`config.mk`:
```
export PLATFORM = sky130hd
export DESIGN_NAME = pc_sequencer_flat
export DESIGN_NICKNAME = d
export VERILOG_FILES = /design/src/rtl/seq_pkg.sv /design/src/rtl/pc_sequencer_if.sv /design/src/rtl/pc_sequencer_op_decode.sv /design/src/rtl/pc_sequencer.sv /design/src/flat_wrapper.sv
export SDC_FILE = /design/constraint.sdc
export NUM_CORES = 1
export LEC_CHECK = 0
export CORE_MARGIN = 3
export CORE_UTILIZATION = 35
export CTS_CLUSTER_SIZE = 12
export DETAILED_ROUTE_END_ITERATION = 8
export GPL_TIMING_DRIVEN = 0
export PLACE_DENSITY_LB_ADDON = 0.2
export SLEW_MARGIN = 20
export SYNTH_ARGS = -nofsm -noshare
export SYNTH_HDL_FRONTEND = slang
export SYNTH_SLANG_ARGS = --single-unit
```
`constraint.sdc`:
```
create_clock -name clk -period 5.6 [get_ports clk]
set_input_delay 0.84 -clock clk [delete_from_list [all_inputs] [get_ports clk]]
set_output_delay 0.84 -clock clk [all_outputs]
set_load 0.02 [all_outputs]
```
`src/rtl/seq_pkg.sv`:
```
// Shared definitions for the program-counter sequencer: opcodes, FSM states,
// C_bus source encodings and the state-to-output decode.
package seq_pkg;

  localparam logic [7:0] OP_NOP  = 8'h00;
  localparam logic [7:0] OP_JMPZ = 8'h10;
  localparam logic [7:0] OP_JMP  = 8'h11;
  localparam logic [7:0] OP_HALT = 8'hFF;

  typedef enum logic [2:0] {
    ST_IDLE,
    ST_RESTART,
    ST_FETCH,
    ST_LATCH,
    ST_DECODE,
    ST_EXEC,
    ST_JUMP,
    ST_HALT
  } seq_state_e;

  typedef enum logic [1:0] {
    CB_NONE = 2'd0,
    CB_JUMP = 2'd1,
    CB_ZERO = 2'd2
  } cbus_sel_e;

  typedef struct packed {
    logic      pc_enable;
    logic      pc_load;
    logic      pc_inc;
    logic      pc_finish;
    cbus_sel_e cbus_sel;
    logic      iram_rd;
    logic      ir_load;
    logic      busy;
    logic      halted;
  } seq_out_t;

  // Moore decode; registered by the caller against the next state.
  function automatic seq_out_t state_outputs(input seq_state_e st);
    seq_out_t o;
    o.pc_enable = st inside {ST_RESTART, ST_FETCH, ST_LATCH, ST_DECODE, ST_EXEC, ST_JUMP};
    o.pc_load   = st inside {ST_RESTART, ST_JUMP};
    o.pc_inc    = (st == ST_LATCH);
    o.pc_finish = (st == ST_HALT);
    o.cbus_sel  = (st == ST_RESTART) ? CB_ZERO :
                  (st == ST_JUMP)    ? CB_JUMP : CB_NONE;
    o.iram_rd   = (st == ST_FETCH);
    o.ir_load   = (st == ST_LATCH);
    o.busy      = !(st inside {ST_IDLE, ST_HALT});
    o.halted    = (st == ST_HALT);
    return o;
  endfunction

endpackage

```
`src/rtl/pc_sequencer_if.sv`:
```
// Control/data bundle between the sequencer and the PC, IRAM and datapath.
// Handshake: exec_start is a one-cycle request; exec_done completes it and is
// only honoured while the sequencer is in EXEC, including the start cycle.
interface pc_sequencer_if #(parameter int OPW = 8);
  logic           start;
  logic [OPW-1:0] instr;
  logic           z_flag;
  logic           exec_done;
  logic           pc_enable;
  logic           pc_load;
  logic           pc_inc;
  logic           pc_finish;
  logic [1:0]     cbus_sel;
  logic           iram_rd;
  logic           ir_load;
  logic [OPW-1:0] op_code;
  logic           exec_start;
  logic           busy;
  logic           halted;

  modport master (
    input  start, instr, z_flag, exec_done,
    output pc_enable, pc_load, pc_inc, pc_finish, cbus_sel,
           iram_rd, ir_load, op_code, exec_start, busy, halted
  );

  modport slave (
    output start, instr, z_flag, exec_done,
    input  pc_enable, pc_load, pc_inc, pc_finish, cbus_sel,
           iram_rd, ir_load, op_code, exec_start, busy, halted
  );
endinterface

```
`src/rtl/pc_sequencer_op_decode.sv`:
```
// Combinational opcode classifier; exactly one output is high for any opcode.
module op_decode
  import seq_pkg::*;
#(
  parameter int OPW = 8
) (
  input  logic [OPW-1:0] op,
  output logic           is_halt,
  output logic           is_jmp,
  output logic           is_jmpz,
  output logic           is_nop,
  output logic           is_exec
);

  assign is_halt = (op == OPW'(OP_HALT));
  assign is_jmp  = (op == OPW'(OP_JMP));
  assign is_jmpz = (op == OPW'(OP_JMPZ));
  assign is_nop  = (op == OPW'(OP_NOP));
  assign is_exec = !(is_halt || is_jmp || is_jmpz || is_nop);

endmodule

```
`src/rtl/pc_sequencer.sv`:
```
// Program-counter sequencer: fetch/latch/decode loop driving PC controls and
// handing datapath opcodes off through the exec_start/exec_done handshake.
module pc_sequencer
  import seq_pkg::*;
#(
  parameter int OPW     = 8,
  parameter int MEM_LAT = 2
) (
  input  logic            clk,
  input  logic            rst_n,
  pc_sequencer_if.master  bus,
  output seq_state_e      state_dbg
);

  localparam logic [3:0] LAT_RELOAD = 4'(MEM_LAT - 1);

  seq_state_e     state_q, state_d;
  logic [3:0]     lat_cnt_q;
  logic [OPW-1:0] op_code_q;
  seq_out_t       out_q;
  logic           exec_start_q;

  logic is_halt, is_jmp, is_jmpz, is_nop, is_exec;

  op_decode #(.OPW(OPW)) u_op_decode (
    .op      (op_code_q),
    .is_halt (is_halt),
    .is_jmp  (is_jmp),
    .is_jmpz (is_jmpz),
    .is_nop  (is_nop),
    .is_exec (is_exec)
  );

  always_comb begin
    state_d = state_q;
    case (state_q)
      ST_IDLE:    if (bus.start) state_d = ST_RESTART;
      ST_RESTART: state_d = ST_FETCH;
      ST_FETCH:   if (lat_cnt_q == 4'd0) state_d = ST_LATCH;
      ST_LATCH:   state_d = ST_DECODE;
      ST_DECODE: begin
        if (is_halt)      state_d = ST_HALT;
        else if (is_jmp)  state_d = ST_JUMP;
        else if (is_jmpz) state_d = bus.z_flag ? ST_JUMP : ST_FETCH;
        else if (is_nop)  state_d = ST_FETCH;
        else if (is_exec) state_d = ST_EXEC;
        else              state_d = ST_FETCH;
      end
      ST_EXEC:    if (bus.exec_done) state_d = ST_FETCH;
      ST_JUMP:    state_d = ST_FETCH;
      ST_HALT:    if (bus.start) state_d = ST_RESTART;
      default:    state_d = ST_IDLE;
    endcase
  end

  // Outputs are decoded from the next state so they line up with state_q.
  always_ff @(posedge clk or negedge rst_n) begin
    if (!rst_n) begin
      state_q      <= ST_IDLE;
      lat_cnt_q    <= 4'd0;
      op_code_q    <= '0;
      out_q        <= '0;
      exec_start_q <= 1'b0;
    end else begin
      state_q      <= state_d;
      out_q        <= state_outputs(state_d);
      exec_start_q <= (state_d == ST_EXEC) && (state_q != ST_EXEC);
      if (state_q == ST_LATCH) op_code_q <= bus.instr;
      if ((state_d == ST_FETCH) && (state_q != ST_FETCH))
        lat_cnt_q <= LAT_RELOAD;
      else if ((state_q == ST_FETCH) && (lat_cnt_q != 4'd0))
        lat_cnt_q <= lat_cnt_q - 4'd1;
    end
  end

  assign bus.pc_enable  = out_q.pc_enable;
  assign bus.pc_load    = out_q.pc_load;
  assign bus.pc_inc     = out_q.pc_inc;
  assign bus.pc_finish  = out_q.pc_finish;
  assign bus.cbus_sel   = out_q.cbus_sel;
  assign bus.iram_rd    = out_q.iram_rd;
  assign bus.ir_load    = out_q.ir_load;
  assign bus.busy       = out_q.busy;
  assign bus.halted     = out_q.halted;
  assign bus.exec_start = exec_start_q;
  assign bus.op_code    = op_code_q;
  assign state_dbg      = state_q;

endmodule

```
`src/flat_wrapper.sv`:
```
// flat-port wrapper written by rule: the top's interface ports become plain ports
module pc_sequencer_flat import seq_pkg::*;
#(
  parameter int OPW     = 8,
  parameter int MEM_LAT = 2
)
  (clk, rst_n, state_dbg, bus_start, bus_instr, bus_z_flag, bus_exec_done, bus_pc_enable, bus_pc_load, bus_pc_inc, bus_pc_finish, bus_cbus_sel, bus_iram_rd, bus_ir_load, bus_op_code, bus_exec_start, bus_busy, bus_halted);
  pc_sequencer_if #(.OPW(OPW)) bus_i ();
  input  logic clk;
  input  logic rst_n;
  output seq_state_e state_dbg;
  input wire logic [$bits(bus_i.start)-1:0] bus_start;
  input wire logic [$bits(bus_i.instr)-1:0] bus_instr;
  input wire logic [$bits(bus_i.z_flag)-1:0] bus_z_flag;
  input wire logic [$bits(bus_i.exec_done)-1:0] bus_exec_done;
  output wire logic [$bits(bus_i.pc_enable)-1:0] bus_pc_enable;
  output wire logic [$bits(bus_i.pc_load)-1:0] bus_pc_load;
  output wire logic [$bits(bus_i.pc_inc)-1:0] bus_pc_inc;
  output wire logic [$bits(bus_i.pc_finish)-1:0] bus_pc_finish;
  output wire logic [$bits(bus_i.cbus_sel)-1:0] bus_cbus_sel;
  output wire logic [$bits(bus_i.iram_rd)-1:0] bus_iram_rd;
  output wire logic [$bits(bus_i.ir_load)-1:0] bus_ir_load;
  output wire logic [$bits(bus_i.op_code)-1:0] bus_op_code;
  output wire logic [$bits(bus_i.exec_start)-1:0] bus_exec_start;
  output wire logic [$bits(bus_i.busy)-1:0] bus_busy;
  output wire logic [$bits(bus_i.halted)-1:0] bus_halted;
  assign bus_i.start = bus_start;
  assign bus_i.instr = bus_instr;
  assign bus_i.z_flag = bus_z_flag;
  assign bus_i.exec_done = bus_exec_done;
  assign bus_pc_enable = bus_i.pc_enable;
  assign bus_pc_load = bus_i.pc_load;
  assign bus_pc_inc = bus_i.pc_inc;
  assign bus_pc_finish = bus_i.pc_finish;
  assign bus_cbus_sel = bus_i.cbus_sel;
  assign bus_iram_rd = bus_i.iram_rd;
  assign bus_ir_load = bus_i.ir_load;
  assign bus_op_code = bus_i.op_code;
  assign bus_exec_start = bus_i.exec_start;
  assign bus_busy = bus_i.busy;
  assign bus_halted = bus_i.halted;
  pc_sequencer #(.OPW(OPW), .MEM_LAT(MEM_LAT)) u_core (.clk(clk), .rst_n(rst_n), .bus(bus_i), .state_dbg(state_dbg));
endmodule
```
==> results of run 1 <==
power by group through the flow:
stage / Clock, W / Combinational (W) / Sequential [W]
after global placement: 0 / 0.000602 / 0.000311
after CTS: 0.0000799 / 0.000618 / 0.000311
after floorplan: 0 / 0.000343 / 0.000379
final: 0.0000761 / 0.000610 / 0.000309
after global routing: 0.0000877 / 0.000663 / 0.000325
after detailed placement: 0 / 0.000614 / 0.000314
cells by family after synthesis:
| logic type | count (synthesis) | synth area share (%) |
|---|---|---|
| AND/OR/NAND/NOR | 39 | 20.06 |
| multiplexers | 11 | 10.19 |
| XOR/XNOR | 2 | 1.456 |
| AO/OA/AOI/OAI | 17 | 13.31 |
| adder cells (fa/ha/maj) | 1 | 1.039 |
| flip-flops | 24 | 49.90 |
| buffers and inverters | 8 | 4.053 |
worst min path at each step:
stage	depth (start not counted)	slack, ns	from	endpoint
final	1	0.48	rst_n	u_core.bus.iram_rd
after global routing	1	0.51	rst_n	u_core.lat_cnt_q[3]
after CTS	2	0.60	u_core.lat_cnt_q[1]	u_core.lat_cnt_q[1]
after detailed placement	2	0.57	u_core.lat_cnt_q[1]	u_core.lat_cnt_q[1]
after global placement	2	0.55	u_core.lat_cnt_q[1]	u_core.lat_cnt_q[1]
after floorplan	2	0.52	u_core.lat_cnt_q[1]	u_core.lat_cnt_q[1]
cells in the final DEF, fill, tap and decap left out, types with 3 or more instances in the layout:
cell type,n
dfrtp_1,24
buf_4,3
inv_1,3
a21oi_1,10
nand2b_1,6
nand2_1,4
nor2_1,10
clkbuf_4,3
mux2_2,10
clkdlybuf4s50_1,33
cell type report:
| cell class | count | area [um^2] | area share [%] |
|---|---|---|---|
| well taps | 44 | 55.05 | 3.406 |
| repair buffers | 34 | 335.3 | 20.74 |
| clock buffers | 3 | 22.52 | 1.393 |
| plain buffers | 5 | 37.54 | 2.322 |
| inverters | 3 | 11.26 | 0.6966 |
| flip-flops and latches | 24 | 600.6 | 37.15 |
| multi-input cells | 70 | 554.3 | 34.29 |
sequential cells by signal, summed over array words and instances (netlist names):
name and flops:
u_core.bus.pc_enable 1, u_core.bus.iram_rd 1, u_core.bus.cbus_sel 2, u_core.bus.op_code 8, u_core.bus.pc_finish 1, u_core.bus.pc_load 1
u_core.state_dbg 3, u_core.bus.pc_inc 1, u_core.bus.exec_start 1, u_core.bus.busy 1, u_core.lat_cnt_q 4
routing by layer:
metal / share of wire [%] / wire [um] / up-vias
met5: 0 / 0 / -
met4: 2.8 / 66 / 0
met3: 5.1 / 123 / 7
met2: 49 / 1167 / 27
met1: 43 / 1032 / 424
li1: - / - / 428
synth_stat cells, types with 2 or more instances:
master,count
buf_4,3
nand2b_1,6
nor2_1,10
inv_1,3
dfrtp_1,24
nand2_1,4
xor2_1,2
a21oi_1,10
nand2_2,2
nand4_1,2
mux2_2,10
nand3_1,2
through the flow:
stage / hold slack [ns] / util, % / power (W)
floorplan: 0.5236 / - / 0.0007220
global placement: 0.5466 / 50.32 / 0.0009127
detailed placement: 0.5671 / 50.32 / 0.0009278
CTS: 0.5955 / 51.02 / 0.001009
global route: 0.5110 / 50.87 / 0.001076
finish: 0.4833 / 50.87 / 0.0009955
==> qor.yml, run 1 <==
insertion_delay_ns: 0.32
finalHoldViolCount: 0
syn_inst: 102
dieArea_mm2: 0.004179
crit_chain: "clkdlybuf4s50_1"
drt_iter0_drc: 39
cpPeakStageDelay_ns: 0.68
max_cap_viol_count: 0
yosysWarnings: 0
synth_ff_type: "dfrtp_1"
p_leak_nw: 0.6629
status: "complete, no violations"
endpoint_kind: "output port"
p_clk_share_pct: 7.6
grtUsageMet3_pct: 3.120
ys_seq_area_share_pct: 49.90
seqPwrFrac_pct: 31.1
startpoint: "u_core.state_dbg[2]"
crit_buf_inv: 1
ant_nets: 0
tns_ns: 0
clock_skew_ns: 0.005557
r2r_end: "u_core.bus.busy"
fin_cells: 183
cpMaxStageDelayCell: "clkdlybuf4s50_1"
overflow: 0
fillers: 294
grt_start_max_net_pins: 25
cts_tree: "built"
cp-start-kind: "register"
place_ws_ns: 3.053
reg2reg_from: "u_core.lat_cnt_q[0]"
hpwl_um: 1813
drive_gt1_share_pct: 25.18
top_usage_layer: "met2"
max-vdd-ir-drop_v: 0.0002466
netlist.area_leader.share_pct: 49.90
worst-path-stages: 1
coreArea_mm2: 0.003178
met2_usage_pct: 22.55
worstMarginPinSlew_ns: 0.5380
cts_resized: 0
crit_end: "state_dbg[2]"
syn_to_final_growth_pct: 34.30
firstDrtPassIters: 4
num_antenna_cells: 0
synth_edf_count: 0
slew_violations: 0
internal_power_w: 0.0005806
setup_viol: 0
r2r_cells: 7
clk_path_buf_depth: 2
synth-seq-cells: 24
setup_ws_ns: 3.204
io_buffers: 34
drt_wl_total_um: 2389
initial_core_util_pct: 37.87
post-cts-setup-buffers: 0
die_y_um: 64.65
grt_antenna_before_repair: 0
arrival_ns: 1.56
rsz0062_at_grt: "false"
drc: 0
slew_headroom_pct: 64.14
finalNetCount: 155
p_sw_w: 0.0004149
die_x_um: 64.65
min_period_over_period_pct: 42.78
combPwrFrac_pct: 61.3
io_pins: 35
placed_cells: 180
grt_use_total_pct: 13.67
yosys.cell_types.count: 36
cts_hold_buf: 0
avgViaCountPerCell: 4.842
netSwitchingFraction_pct: 41.68
cts.clk_slew.worst_paths_ns: 0.13
path_class: "reg -> out"
dr_total_vias: 886
crit_path_max_fanout: 10
grt_pass1_vias: 977
routedWlPerCell_um: 13.05
fin_area_mm2: 0.001617
cts.sinks: 24
synthTopCellsByArea: "dfrtp_1 (50%), mux2_2 (9.4%), a21oi_1 (4.2%), nand2b_1 (3.1%), nor2_1 (3.1%)"
power_density_mw_per_mm2: 615.8
crit_family: "buffers and inverters"
fmax_mhz: 417.4
grt_util_met1_pct: 16.81
placed_area_mm2: 0.001599
r2r_slack_ns: 3.66
finalWorstPathRequiredPeriod_ns: 2.396
async_flop_share_pct: 100.0
synth_top_area_cell: "dfrtp_1"
grt_pass1_wl_um: 4409
std_cell_rows: 20
syn_area_per_cell_um2: 11.80
gp_congestion: 0.7493
cts_buffers: 3
hp-class: "in -> async"
required_ns: 4.76
syn-num-nets: 116
clk_root_buffer_cell: "clkbuf_4"
h-tree-depth: 1
syn_area_mm2: 0.001204
No activity file was read; power rests on OpenSTA's default activity.
==> run 2, diff against run 1 <==
==> constraint.sdc (replaced) <==
create_clock -name clk -period 1.9 [get_ports clk]
set_input_delay 0.285 -clock clk [delete_from_list [all_inputs] [get_ports clk]]
set_output_delay 0.285 -clock clk [all_outputs]
set_load 0.02 [all_outputs]
==> qor.yml, run 2 (same netlist as run 1, synthesis figures left out) <==
ant_nets: 0
cts.clk_slew.worst_paths_ns: 0.13
dr_total_vias: 918
crit_buf_inv: 2
initial_core_util_pct: 37.87
grt_pass1_vias: 971
cts.sinks: 24
clk_path_buf_depth: 2
cp-start-kind: "register"
setup_viol: 0
overflow: 0
drt_iter0_drc: 24
p_leak_nw: 0.6980
crit_chain: "inv_2, ha_4, or3b_4, and2_4, o32ai_4, buf_4, a211oi_4, o2bb2ai_1"
die_y_um: 64.65
min_period_over_period_pct: 97.09
hp-class: "in -> async"
avgViaCountPerCell: 4.832
placed_cells: 180
slew_violations: 0
num_antenna_cells: 0
insertion_delay_ns: 0.32
gp_congestion: 0.7493
finalNetCount: 162
drc: 0
grt_antenna_before_repair: 0
fin_util_pct: 53.46
std_cell_rows: 20
fillers: 286
coreArea_mm2: 0.003178
cts_buffers: 3
clk_root_buffer_cell: "clkbuf_4"
syn_to_final_growth_pct: 41.16
drt_wl_total_um: 2540
power_density_mw_per_mm2: 1851
grt_start_max_net_pins: 25
fmax_mhz: 542.1
final_cell_mix: "clkdlybuf4s50_1 (33), dfrtp_1 (22), nor2_1 (10), a21oi_1 (10)"
status: "complete, no violations"
firstDrtPassIters: 4
final_common_cell: "clkdlybuf4s50_1"
max_cap_viol_count: 0
slew_headroom_pct: 63.13
crit_family: "simple AND/OR/NAND/NOR gates"
endpoint_kind: "register"
grt_pass1_wl_um: 4443
arrival_ns: 2.06
io_buffers: 34
dieArea_mm2: 0.004179
drive_gt1_share_pct: 31.51
largest_reg_flops: 8
finalHoldViolCount: 0
io_pins: 35
cpMaxStageDelayCell: "dfrtp_1"
cts_tree: "built"
routedWlPerCell_um: 13.37
finalWorstPathRequiredPeriod_ns: 1.845
required_ns: 2.12
clock_skew_ns: 0.005914
grt_use_total_pct: 13.82
crit_path_max_fanout: 5
h-tree-depth: 1
cpPeakStageDelay_ns: 0.42
fin_area_mm2: 0.001699
hpwl_um: 1813
fin_cells: 190
path_class: "reg -> reg"
die_x_um: 64.65
placed_area_mm2: 0.001599
worstMarginPinSlew_ns: 0.5531
max-vdd-ir-drop_v: 0.0007643
run 2: cell count changes in the layout (fill, tap and decap cells not counted), moves of 2 or more:
cell,before,now
buf_4,3,9
dfrtp_1,24,22
dfrtp_2,0,2
inv_1,3,1
inv_2,0,2
run 2: layout make-up:
| cell class | count | area, um^2 | share of cell area (%) |
|---|---|---|---|
| clock buffer | 3 | 22.52 | 1.325 |
| tap | 44 | 55.05 | 3.240 |
| sequential | 24 | 603.1 | 35.49 |
| timing repair buffer | 41 | 390.4 | 22.97 |
| inverter | 3 | 11.26 | 0.6627 |
| buffer | 5 | 37.54 | 2.209 |
| multi-input combinational | 70 | 579.3 | 34.09 |
run 2: through the flow:
| stage | TNS [ns] | worst slack, ns | total power [W] | hold slack, ns |
|---|---|---|---|---|
| after global routing | -0.01297 | -0.01279 | 0.003377 | 0.5264 |
| final | 0 | 0.05533 | 0.003146 | 0.4736 |
| after detailed placement | -0.2574 | -0.09158 | 0.002735 | 0.5671 |
| after global placement | -0.1202 | -0.06050 | 0.002690 | 0.5466 |
| after CTS | 0 | 0.04443 | 0.003033 | 0.5655 |
| after floorplan | 0 | 0.08731 | 0.002128 | -0.01059 |
run 2: repair_timing:
item,CTS,global route
buffers inserted,2,4
gates resized for setup,0,8
hold buffers,0,1
hold endpoints to repair,0,24
pin swaps,1,1
setup endpoints to repair,2,8
cloned,0,0
run 2: final timing paths:
kind	end	startpoint	depth (start not counted)	slack [ns]
worst max-delay path	u_core.lat_cnt_q[0]	u_core.lat_cnt_q[0]	8	0.06
worst min-delay path	u_core.bus.iram_rd	rst_n	2	0.47
worst max register to register	u_core.lat_cnt_q[0]	u_core.lat_cnt_q[0]	8	0.06
worst min register to register	u_core.lat_cnt_q[3]	u_core.lat_cnt_q[3]	2	0.61
max in group asynchronous	u_core.bus.op_code[3]	rst_n	2	1.03
min in group clk	u_core.bus.op_code[2]	bus_instr[2]	2	0.57
run 2: report_power, final:
group	switching, W	internal [W]
Clock	0.000151	0.0000744
Combinational	0.000951	0.00104
Sequential	0.000197	0.000733
run 2: layer usage:
metal  wire length (um)  track usage, %  vias up  share of wire, %
met4                 68           6.596        0               2.7
li1                   -               -      440                 -
met1               1092           17.14      441                43
met5                  0               0        -                 0
met3                122           3.120        7               4.8
met2               1255           22.68       30                49
==> run 3, diff against run 2 <==
--- a/config.mk
+++ b/config.mk
@@ -6,7 +6,7 @@
 export NUM_CORES = 1
 export LEC_CHECK = 0
 export CORE_MARGIN = 3
-export CORE_UTILIZATION = 35
+export CORE_UTILIZATION = 42
 export CTS_CLUSTER_SIZE = 12
 export DETAILED_ROUTE_END_ITERATION = 8
 export GPL_TIMING_DRIVEN = 0
==> qor.yml, run 3 (same netlist as run 1, synthesis figures left out) <==
required_ns: 2.12
ant_nets: 0
coreArea_mm2: 0.002590
cts.clk_slew.worst_paths_ns: 0.13
final_cell_mix: "clkdlybuf4s50_1 (33), dfrtp_1 (24), nor2_1 (10), buf_4 (10), a21oi_1 (10)"
crit_path_max_fanout: 5
grt_start_max_net_pins: 25
io_buffers: 34
endpoint_kind: "register"
finalNetCount: 163
slew_violations: 0
clk_path_buf_depth: 2
finalWorstPathRequiredPeriod_ns: 1.892
seqPwrFrac_pct: 28.5
rsz0062_at_grt: "true"
tns_ns: 0
drc: 0
netSwitchingFraction_pct: 40.71
p_sw_w: 0.001329
fillers: 209
num_antenna_cells: 0
die_y_um: 59.54
clock_skew_ns: 0.002406
io_pins: 35
gp_congestion: 0.7525
cp-start-kind: "register"
firstDrtPassIters: 4
routedWlPerCell_um: 14.65
drt_wl_total_um: 2608
power_w: 0.003264
max-vdd-ir-drop_v: 0.001447
clk_root_buffer_cell: "clkbuf_4"
internal_power_w: 0.001935
drt_iter0_drc: 11
hp-class: "in -> async"
setup_ws_ns: 0.008430
min_period_over_period_pct: 99.56
hpwl_um: 1857
worstMarginPinSlew_ns: 0.5446
setup_viol: 0
std_cell_rows: 18
max_cap_viol_count: 0
largest_reg_flops: 8
p_leak_nw: 0.7227
multiInputGateArea_um2: 594.3
cts.sinks: 24
seq_area_um2: 600.6
dieArea_mm2: 0.003544
h-tree-depth: 1
status: "complete, no violations"
arrival_ns: 2.11
grt_use_total_pct: 16.75
combPwrFrac_pct: 63.3
avgViaCountPerCell: 5.112
place_ws_ns: -0.1042
grt_pass1_vias: 975
dr_total_vias: 910
path_class: "reg -> reg"
grt_antenna_before_repair: 0
finalHoldViolCount: 0
insertion_delay_ns: 0.32
overflow: 0
r2r_cells: 7
die_x_um: 59.54
fmax_mhz: 528.7
drive_gt1_share_pct: 31.76
p_clk_share_pct: 8.3
power_density_mw_per_mm2: 1903
initial_core_util_pct: 46.47
grt_pass1_wl_um: 4402
cts_buffers: 3
final_common_cell: "clkdlybuf4s50_1"
slew_headroom_pct: 63.69
syn_to_final_growth_pct: 42.52
cts_tree: "built"
hold_ws_ns: 0.4747
-- run 3: cell count changes in the layout (fill, tap and decap cells not counted), sizes merged --
cell    change
buf         +1
clkbuf      +1
-- run 3: worst max-delay path: stages, from the launching register on --
cell     delay [ns]
dfrtp_1        0.41
inv_2          0.08
ha_4           0.12
or3b_4         0.39
and2_4         0.18
o32ai_4        0.22
nand2_2        0.12
mux2_4         0.27
-- run 3: area by class of cell --
type	count	share of cell area, %
Multi-Input combinational cell	70	34.65
Tap cell	30	2.188
Inverter	3	0.6565
Sequential cell	24	35.01
Clock buffer	4	2.115
Timing Repair Buffer	42	23.19
Buffer	5	2.188
-- run 3: metrics by stage --
step | utilization, % | instance area [um^2] | std cells
5_1_grt | 66.23 | 1715 | 178
6_report | 66.23 | 1715 | 178
4_1_cts | 64.01 | 1658 | 175
3_3_place_gp | 61.06 | 1582 | 166
2_1_floorplan | - | 1204 | 102
3_5_place_dp | 61.06 | 1582 | 166
-- run 3: repair_timing --
item / 4_1_cts / 5_1_grt
hold buffers: 0 / 1
pin swaps: 2 / 4
endpoints found under the setup margin: 2 / 11
setup buffers: 5 / 2
endpoints found under the hold margin: 0 / 24
resized for setup: 2 / 7
-- run 3: path summary, 6_finish.rpt --
path	slack, ns	start	to
min in group clk	0.57	bus_instr[6]	u_core.bus.op_code[6]
worst min register to register	0.60	u_core.lat_cnt_q[3]	u_core.bus.pc_inc
worst max-delay path	0.008	u_core.lat_cnt_q[0]	u_core.bus.pc_enable
worst min-delay path	0.47	rst_n	u_core.lat_cnt_q[2]
max in group asynchronous	1.06	rst_n	u_core.state_dbg[0]
worst max register to register	0.008	u_core.lat_cnt_q[0]	u_core.bus.pc_enable
-- run 3: power groups by stage --
stage / clock network (W) / registers (W) / logic (W)
after floorplan: 0 / 0.00112 / 0.00101
after global placement: 0 / 0.000913 / 0.00178
after detailed placement: 0 / 0.000921 / 0.00183
after CTS: 0.000280 / 0.000910 / 0.00193
after global routing: 0.000303 / 0.000959 / 0.00224
final: 0.000269 / 0.000929 / 0.00207
-- run 3: per-layer routing --
layer / share of wire (%) / up-vias / global-route usage [%]
met5: 0 / - / 0
met4: 1.3 / 0 / 6.329
met3: 4.8 / 5 / 5.011
met2: 50 / 24 / 27.77
met1: 44 / 435 / 20.44
li1: - / 446 / -
